**src/rtl/phy_lane_feeder_pkg.sv**
```systemverilog
// Shared constants for the dual-lane PHY feeder: default widths, depths and
// occupancy thresholds, plus the pointer-width helper used by every lane.
package phy_lane_feeder_pkg;

    localparam int DATA_W_DEF    = 8;
    localparam int DEPTH_DEF     = 8;
    localparam int AF_THRESH_DEF = 6;
    localparam int AE_THRESH_DEF = 2;

    // Pointer width for a power-of-two FIFO depth.
    function automatic int ptr_width(input int depth);
        return $clog2(depth);
    endfunction

    localparam int PTR_W = ptr_width(DEPTH_DEF);

endpackage

```
**src/rtl/phy_lane_feeder_lane_fifo.sv**
```systemverilog
// Single-lane FIFO feeding one PHY lane: registered output stage, occupancy
// flags decoded from the registered count, and a sticky overflow flag.
module lane_fifo
    import phy_lane_feeder_pkg::*;
#(
    parameter int DATA_W    = DATA_W_DEF,
    parameter int DEPTH     = DEPTH_DEF,
    parameter int AF_THRESH = AF_THRESH_DEF,
    parameter int AE_THRESH = AE_THRESH_DEF,
    parameter int PW        = ptr_width(DEPTH),
    parameter int CW        = PW + 1
) (
    input  logic              clk_f,
    input  logic              reset,
    input  logic              push,
    input  logic [DATA_W-1:0] data_in,
    input  logic              pop_en,
    output logic [DATA_W-1:0] data_out,
    output logic              valid_out,
    output logic              full,
    output logic              empty,
    output logic              almost_full,
    output logic              almost_empty,
    output logic              overflow,
    output logic [CW-1:0]     count
);

    logic [DATA_W-1:0] mem [DEPTH];
    logic [PW-1:0]     wr_ptr_reg;
    logic [PW-1:0]     rd_ptr_reg;
    logic [CW-1:0]     count_reg;
    logic [DATA_W-1:0] data_out_reg;
    logic              valid_out_reg;
    logic              overflow_reg;
    logic              pop;
    logic              push_ok;

    // Flags come straight from the registered count, so they carry no extra latency.
    assign empty        = (count_reg == '0);
    assign full         = (count_reg == CW'(DEPTH));
    assign almost_full  = (count_reg >= CW'(AF_THRESH));
    assign almost_empty = (count_reg <= CW'(AE_THRESH));

    // A full FIFO can still take a byte when the same edge frees a slot.
    assign pop     = pop_en && !empty;
    assign push_ok = push && (!full || pop);

    assign data_out  = data_out_reg;
    assign valid_out = valid_out_reg;
    assign overflow  = overflow_reg;
    assign count     = count_reg;

    // Storage write; contents need no reset since pointers define validity.
    always_ff @(posedge clk_f) begin
        if (push_ok) begin
            mem[wr_ptr_reg] <= data_in;
        end
    end

    // Pointer advance; both wrap naturally at DEPTH.
    always_ff @(posedge clk_f or posedge reset) begin
        if (reset) begin
            wr_ptr_reg <= '0;
            rd_ptr_reg <= '0;
        end else begin
            if (push_ok) wr_ptr_reg <= wr_ptr_reg + 1'b1;
            if (pop)     rd_ptr_reg <= rd_ptr_reg + 1'b1;
        end
    end

    // Registered output stage; data holds its last value when idle.
    always_ff @(posedge clk_f or posedge reset) begin
        if (reset) begin
            data_out_reg  <= '0;
            valid_out_reg <= 1'b0;
        end else begin
            valid_out_reg <= pop;
            if (pop) begin
                data_out_reg <= mem[rd_ptr_reg];
            end
        end
    end

    // Occupancy tracking; simultaneous push and pop leave it unchanged.
    always_ff @(posedge clk_f or posedge reset) begin
        if (reset) begin
            count_reg <= '0;
        end else begin
            case ({push_ok, pop})
                2'b10:   count_reg <= count_reg + 1'b1;
                2'b01:   count_reg <= count_reg - 1'b1;
                default: count_reg <= count_reg;
            endcase
        end
    end

    // Sticky record of any dropped write; only reset clears it.
    always_ff @(posedge clk_f or posedge reset) begin
        if (reset) begin
            overflow_reg <= 1'b0;
        end else if (push && !push_ok) begin
            overflow_reg <= 1'b1;
        end
    end

endmodule

```
**src/rtl/phy_lane_feeder.sv**
```systemverilog
// Dual-lane ingress buffer ahead of the PHY: two independent lane FIFOs
// sharing only the drain enable. No alignment between lanes is attempted.
module phy_lane_feeder
    import phy_lane_feeder_pkg::*;
#(
    parameter int DATA_W    = DATA_W_DEF,
    parameter int DEPTH     = DEPTH_DEF,
    parameter int AF_THRESH = AF_THRESH_DEF,
    parameter int AE_THRESH = AE_THRESH_DEF,
    parameter int CW        = ptr_width(DEPTH) + 1
) (
    input  logic              clk_f,
    input  logic              reset,
    input  logic              push_0,
    input  logic [DATA_W-1:0] data_in_0,
    input  logic              push_1,
    input  logic [DATA_W-1:0] data_in_1,
    input  logic              pop_en,
    output logic [DATA_W-1:0] data_out_0,
    output logic              valid_out_0,
    output logic [DATA_W-1:0] data_out_1,
    output logic              valid_out_1,
    output logic              full_0,
    output logic              full_1,
    output logic              empty_0,
    output logic              empty_1,
    output logic              almost_full_0,
    output logic              almost_full_1,
    output logic              almost_empty_0,
    output logic              almost_empty_1,
    output logic              overflow_0,
    output logic              overflow_1,
    output logic [CW-1:0]     count_0,
    output logic [CW-1:0]     count_1
);

    localparam int LANES = 2;

    logic              push_v     [LANES];
    logic [DATA_W-1:0] data_in_v  [LANES];
    logic [DATA_W-1:0] data_out_v [LANES];
    logic              valid_v    [LANES];
    logic              full_v     [LANES];
    logic              empty_v    [LANES];
    logic              af_v       [LANES];
    logic              ae_v       [LANES];
    logic              ovf_v      [LANES];
    logic [CW-1:0]     count_v    [LANES];

    assign push_v[0]    = push_0;
    assign push_v[1]    = push_1;
    assign data_in_v[0] = data_in_0;
    assign data_in_v[1] = data_in_1;

    assign data_out_0     = data_out_v[0];
    assign data_out_1     = data_out_v[1];
    assign valid_out_0    = valid_v[0];
    assign valid_out_1    = valid_v[1];
    assign full_0         = full_v[0];
    assign full_1         = full_v[1];
    assign empty_0        = empty_v[0];
    assign empty_1        = empty_v[1];
    assign almost_full_0  = af_v[0];
    assign almost_full_1  = af_v[1];
    assign almost_empty_0 = ae_v[0];
    assign almost_empty_1 = ae_v[1];
    assign overflow_0     = ovf_v[0];
    assign overflow_1     = ovf_v[1];
    assign count_0        = count_v[0];
    assign count_1        = count_v[1];

    genvar gi;
    generate
        for (gi = 0; gi < LANES; gi++) begin : g_lane
            lane_fifo #(
                .DATA_W   (DATA_W),
                .DEPTH    (DEPTH),
                .AF_THRESH(AF_THRESH),
                .AE_THRESH(AE_THRESH),
                .PW       (CW - 1),
                .CW       (CW)
            ) u_lane (
                .clk_f       (clk_f),
                .reset       (reset),
                .push        (push_v[gi]),
                .data_in     (data_in_v[gi]),
                .pop_en      (pop_en),
                .data_out    (data_out_v[gi]),
                .valid_out   (valid_v[gi]),
                .full        (full_v[gi]),
                .empty       (empty_v[gi]),
                .almost_full (af_v[gi]),
                .almost_empty(ae_v[gi]),
                .overflow    (ovf_v[gi]),
                .count       (count_v[gi])
            );
        end
    endgenerate

endmodule

```
**config.mk**
```make
export PLATFORM = sky130hd
export DESIGN_NAME = phy_lane_feeder
export DESIGN_NICKNAME = d
export VERILOG_FILES = /design/src/rtl/phy_lane_feeder_pkg.sv /design/src/rtl/phy_lane_feeder_lane_fifo.sv /design/src/rtl/phy_lane_feeder.sv
export SDC_FILE = /design/constraint.sdc
export NUM_CORES = 1
export LEC_CHECK = 0
export CAP_MARGIN = 20
export CORE_AREA = 2 2 123 125
export DETAILED_ROUTE_END_ITERATION = 10
export DIE_AREA = 0 0 125 127
export PLACE_DENSITY = 0.68
export SLEW_MARGIN = 20
export SYNTH_ARGS = -nofsm -noshare
export SYNTH_HDL_FRONTEND = slang
export SYNTH_SLANG_ARGS = --single-unit
```
**constraint.sdc**
```tcl
create_clock -name clk_f -period 8.1 [get_ports clk_f]
set_clock_uncertainty 0.2 [all_clocks]
set_input_delay 0.81 -clock clk_f [delete_from_list [all_inputs] [get_ports clk_f]]
set_output_delay 0.81 -clock clk_f [all_outputs]
set_load 0.02 [all_outputs]
```
Word-level counts from Yosys, hierarchy flattened
Memories as Yosys holds them, arrays and structs flattened. A register that Yosys moved wholly into a read port is not among the register bits.
Cells that the tools add are included.
{"block": "classes", "n_reduce_logical": 18, "div": 0, "bitwise_logic": 0, "n_mux": 6, "multipliers": 0, "n_eq_ne": 6, "add_sub_neg": 8, "magnitude_cmp": 4, "shifts": 0}
{"operator": "4-bit case mux with 2 select lines", "n": 2}
{"operator": "3-bit by 1-bit adder with 3-bit output (second input constant)", "n": 4}
{"operator": "4-bit by 1-bit adder with 4-bit output (second input constant)", "n": 2}
{"operator": "4-bit equality test (second input constant)", "n": 2}
{"operator": "4-bit by 3-bit >= comparator with 1-bit output (second input constant)", "n": 2}
{"operator": "4-bit by 2-bit <= comparator with 1-bit output (second input constant)", "n": 2}
{"operator": "4-bit zero test", "n": 2}
{"operator": "4-bit by 1-bit subtractor with 4-bit output (second input constant)", "n": 2}
{"operator": "1-bit logical AND", "n": 6}
{"operator": "1-bit zero test", "n": 6}
{"operator": "2-bit by 1-bit equality test with 1-bit output (second input constant)", "n": 2}
{"operator": "2-bit equality test (second input constant)", "n": 2}
{"operator": "1-bit two-way mux", "n": 4}
{"operator": "2-bit nonzero test", "n": 2}
{"operator": "1-bit logical OR", "n": 2}
{"block": "word_totals", "input_bits": 21, "mem_count": 2, "ram_bits": 128, "romBits": 0, "register_bits": 24, "latchBits": 0, "word_cells": 54, "output_inout_bits": 36}
{"memory": "g_lane[0].u_lane.mem", "words": 8, "word_bits": 8, "read_ports": 1, "rd_ports_with_merged_regs": 1, "write_ports": 1, "line": "phy_lane_feeder_lane_fifo.sv:28", "text": "logic [DATA_W-1:0] mem [DEPTH];"}
{"memory": "g_lane[1].u_lane.mem", "words": 8, "word_bits": 8, "read_ports": 1, "rd_ports_with_merged_regs": 1, "write_ports": 1, "line": "phy_lane_feeder_lane_fifo.sv:28"}

Longest topological paths before layout
{"block": "depth", "word_depth": 7, "depth_mapped": 11}

By module
Synthesis repeated with hierarchy kept, for this count alone.
{"block": "hier_totals", "cells_unflattened": 459, "area_unflattened_um2": 7054.3}
{"module": "lane_fifo (g_lane[0].u_lane)", "cells_each": 229, "seq_area_each_um2": 2422.3, "instances": 1, "area_per_inst_um2": 3529.6}
{"module": "lane_fifo (g_lane[1].u_lane)", "cells_each": 230, "seq_area_each_um2": 2422.3, "instances": 1, "area_per_inst_um2": 3524.6}

Worst setup path after synthesis
OpenSTA, ideal clock, no wires.
{"block": "synth_path", "path_type": "reg2reg", "startpoint": "reg g_lane[1].u_lane.count_reg[0]", "endpoint": "reg g_lane[1].u_lane.count_reg[3]", "setup_ns": 0.069, "slack_ns": 5.259, "path_stages_with_launch": 12, "required_time_ns": 7.831, "t_arrival_ns": 2.572, "cell_sequence": "dfrtp_1 -> or3_1 -> buf_6 -> o21ai_4 -> inv_2 -> nand2b_1 -> inv_1 -> ha_1 -> or2_2 -> a21oi_1 -> mux2_2 -> nand3_1"}
{"block": "synth_between", "elab_chain_len": 7, "elab_cells_between_ends": 13, "classes_between": "add/sub: 2; eq/ne: 3; mux: 1; reduce/logical: 7"}
{"element": "start, declared", "line": "phy_lane_feeder_lane_fifo.sv:31", "text": "logic [CW-1:0] count_reg;"}
{"element": "start signal, assigned", "line": "phy_lane_feeder_lane_fifo.sv:90", "text": "2'b10: count_reg <= count_reg + 1'b1;"}
{"element": "start signal, assigned", "line": "phy_lane_feeder_lane_fifo.sv:91", "text": "2'b01: count_reg <= count_reg - 1'b1;"}
{"element": "start signal, assigned", "line": "phy_lane_feeder_lane_fifo.sv:92", "text": "default: count_reg <= count_reg;"}
{"element": "4-bit zero test (*)", "line": "phy_lane_feeder_lane_fifo.sv:39", "text": "assign empty = (count_reg == '0);"}
{"element": "1-bit zero test (*)", "line": "phy_lane_feeder_lane_fifo.sv:45", "text": "assign pop = pop_en && !empty;"}
{"element": "1-bit logical AND (*)", "line": "phy_lane_feeder_lane_fifo.sv:45"}
{"element": "named net g_lane[1].u_lane.pop", "line": "phy_lane_feeder_lane_fifo.sv:35", "text": "logic pop;"}
{"element": "1-bit logical OR", "line": "phy_lane_feeder_lane_fifo.sv:46", "text": "assign push_ok = push && (!full || pop);"}
{"element": "1-bit logical AND", "line": "phy_lane_feeder_lane_fifo.sv:46"}
{"element": "2-bit by 1-bit equality test with 1-bit output or 2-bit equality test (tied branches)", "line": "phy_lane_feeder_lane_fifo.sv:89", "text": "case ({push_ok, pop})"}
{"element": "4-bit case mux with 2 select lines or 2-bit nonzero test (tied branches)"}
Mark *: on every way through the listed nets, which the timed path passes. The rest lies on a longest branch.
A chain may end at the register's enable or synchronous reset.

Worst setup path in the final report
{"block": "layout_path", "startpoint": "reg g_lane[1].u_lane.count_reg[0]", "endpoint": "out full_1"}
{"block": "layout_between", "elab_chain_len": 1}
{"element": "4-bit equality test", "line": "phy_lane_feeder_lane_fifo.sv:40", "text": "assign full = (count_reg == CW'(DEPTH));"}
{"element": "end, declared", "line": "phy_lane_feeder.sv:24", "text": "output logic full_1,"}
Every way passes these cells.

==> results.py <==
metrics = {
    "worst_setup_path": {
        "reg2reg_slack_ps": 4840,
        "arrival_ps": 2300,
        "crit_fanout": 9,
        "cp-end-kind": "primary output",
        "critical_path.startpoint_type": "register",
        "required_ps": 7090,
        "r2r_cells": 10,
        "worstSetupPathType": "register to primary output",
        "rr_endpoint": "g_lane[1].u_lane.count[3]",
        "rr_startpoint": "g_lane[1].u_lane.count[0]",
    },
    "logic_synthesis": {
        "synthArstFlopShare_pct": 23.8,
        "postSynthAreaPerCell_um2": 15.5,
        "synth_cell_types": 46,
        "yosys.area.top_type": "edfxtp_1",
        "ys_seq_area_share_pct": 69.0,
        "synthTopCellsByCount": "edfxtp_1, nand2_1, dfrtp_1, mux2_2, mux2i_1",
        "synthMuxAreaShare_pct": 10.5,
        "yosys-top-cells-area": "edfxtp_1, dfrtp_1, mux2_2",
        "synth_top_family_by_area": "multiplexers",
        "synthesis.nets": 486,
        "yosysWarnings": 0,
        "synth-simple-area-share_pct": 5.90,
        "synth_seq_cells": 168,
        "synth_largest_type_area_fraction_pct": 54.8,
        "yosysMostFrequentCell": "edfxtp_1",
        "synth_fa_ha_area_share_pct": 2.18,
        "synth_xor_xnor_area_share_pct": 1.50,
        "synth-main-ff-cell": "edfxtp_1",
        "synth-edff-count": 128,
        "synth_compound_area_share_pct": 7.81,
        "syn_area_um2": 7020,
        "syn-instance-count": 454,
    },
    "final_layout": {
        "drive_above_1_share_pct": 16.7,
        "largest_reg_flops": 128,
        "syn2layout_area_growth_pct": 18.4,
        "nets": 546,
        "diodes": 0,
        "final_cells": 711,
    },
    "global_route": {
        "globalRouteMet3Util_pct": 3.77,
        "grt.met1_usage_pct": 21.9,
        "grt_pass1_vias": 4011,
        "top_usage_layer": "met2",
        "grt_use_total_pct": 17.6,
        "grt_max_degree": 41,
        "antenna_found_initial": 0,
        "grt_pass1_wl_mm": 21.4,
        "grt_use_met2_pct": 31.1,
        "grt_overflow": 0,
    },
    "timing": {
        "final-setup-viol-count": 0,
        "drv_slew": 0,
        "hold_violations": 0,
        "fin_tns_setup_ps": 0,
        "worstMarginPinSlew_ps": 1040,
        "hold_ws_ps": 277,
        "fin_crit_ps": 3310,
        "period_share_pct": 40.9,
        "max_slew_margin_pct": 30.0,
        "rsz0062_at_grt": "no",
        "fmax_mhz": 302,
    },
    "floorplan": {
        "die_y_um": 127,
        "initial_utilization_pct": 48.7,
        "coreArea_um2": 14400,
        "ios": 57,
        "dieArea_um2": 15900,
        "fp.dieW_um": 125,
        "rows": 44,
    },
    "clock_tree": {
        "numClockSinks": 168,
        "cts_hold_buffers": 0,
        "ctsResizeCount": 0,
        "cts_root_buf": "clkbuf_16",
        "htree_levels": 4,
        "clkSlewWorstSetupHoldPaths_ps": 70,
        "clockBufferDepth": 2,
        "cts_tree": "built",
        "insertion_delay_ps": 410,
        "cts_setup_buffers": 0,
        "cts_made_buffers": 17,
    },
    "detailed_routing": {
        "wl_per_cell_um": 18.9,
        "first_pass_iters": 5,
        "route.detailed.drc": 0,
        "vias": 3880,
        "vias_per_cell": 5.46,
        "routed_wl_mm": 13.4,
        "drt-initial-drc-count": 289,
        "drt.antenna.violating_nets": 0,
    },
    "power": {
        "sw_frac_of_total_pct": 33.6,
        "switchingPower_mw": 1.06,
        "seqPwrFrac_pct": 40.2,
        "power.density_nw_per_um2": 380,
        "p_clk_share_pct": 25.5,
        "leakage_nw": 3.04,
        "pwr-share-comb_pct": 34.3,
        "p_int_mw": 2.10,
        "vdd_ir_drop_max_mv": 0.212,
    },
    "place": {
        "dp_cells": 679,
        "dpl.hpwl_mm": 8.56,
        "place_congestion": 0.805,
        "portBuffers": 56,
    },
    "hold_path": {
        "hold_path.class": "register to register",
        "min-delay-start": "g_lane[0].u_lane.overflow",
        "whs_endpoint": "g_lane[0].u_lane.overflow",
        "hold_path_depth": 1,
    },
    "run_status": {
        "outcome": "finished clean",
    },
    "flow_run": {
        "max_cap_violations": 0,
    },
}
==> power by group through the flow <==
stage / registers [mW] / clock network [mW] / logic (mW)
final: 1.27 / 0.807 / 1.08
after global routing: 1.29 / 0.857 / 1.17
after CTS: 1.27 / 0.820 / 1.09
after detailed placement: 1.28 / 0 / 1.09
after global placement: 1.28 / 0 / 1.07
after floorplan: 1.31 / 0 / 0.704
==> layout by cell type, fill, tap and decap left out, types with 3 or more instances in the layout <==
cell type / n
a221o_1: 16
buf_4: 6
clkbuf_16: 17
clkdlybuf4s50_1: 56
dfrtp_1: 40
edfxtp_1: 128
ha_1: 9
inv_1: 12
inv_6: 4
mux2_2: 35
mux2i_1: 34
nand2_1: 45
nand2b_1: 9
nor2_1: 14
nor3_1: 4
nor3_2: 3
nor4_1: 3
o21ai_0: 15
o21ai_1: 3
o22ai_1: 16
or3_1: 3
xnor2_1: 10
==> critical path: stages (launching register included) <==
cell and delay (ps):
dfrtp_1 440, or3_1 610, nor2_1 210, clkdlybuf4s50_1 630
==> metrics by stage <==
| step | util, % | instance area, µm² | setup WS, ps | total power [mW] |
|---|---|---|---|---|
| 2_1_floorplan | - | 7020 | 5260 | 2.02 |
| 3_3_place_gp | 53.4 | 7710 | 4500 | 2.34 |
| 3_5_place_dp | 53.4 | 7710 | 4380 | 2.37 |
| 4_1_cts | 57.6 | 8300 | 4770 | 3.18 |
| 5_1_grt | 57.6 | 8310 | 4600 | 3.31 |
| 6_report | 57.6 | 8310 | 4790 | 3.16 |
==> worst max path at each step <==
stage / start / slack [ps] / end
after floorplan: g_lane[1].u_lane.count[0] / 5260 / g_lane[1].u_lane.count[3]
after global placement: pop_en / 4500 / g_lane[0].u_lane.count[3]
after detailed placement: pop_en / 4380 / g_lane[0].u_lane.count[3]
after CTS: g_lane[1].u_lane.count[0] / 4770 / full_1
after global routing: pop_en / 4600 / g_lane[0].u_lane.count[3]
final: g_lane[1].u_lane.count[0] / 4790 / full_1
==> metal layers <==
| metal | vias to the layer above | share of wire (%) |
|---|---|---|
| li1 | 1839 | - |
| met1 | 1959 | 43 |
| met2 | 71 | 53 |
| met3 | 11 | 3.3 |
| met4 | 0 | 1.1 |
| met5 | - | 0 |
==> area by class of cell <==
type	count	area, µm²
flip-flops and latches	168	4840
inverters	15	61.3
clock buffers	20	457
well taps	184	230
multi-input cells	250	1970
fillers	1139	6120
repair buffers	62	606
clock inverters	12	140
==> cell families (layout without fill, tap and decap cells) <==
kind of cell | Yosys count | count (layout)
AOI/OAI and AO/OA | 68 | 68
and+or+nand+nor | 90 | 90
buffers and inverters | 36 | 109
muxes | 69 | 69
DFF | 168 | 168
xor gates and xnor gates | 12 | 12
adders and majority gates | 11 | 11
Power figures use the tool's default switching activity.
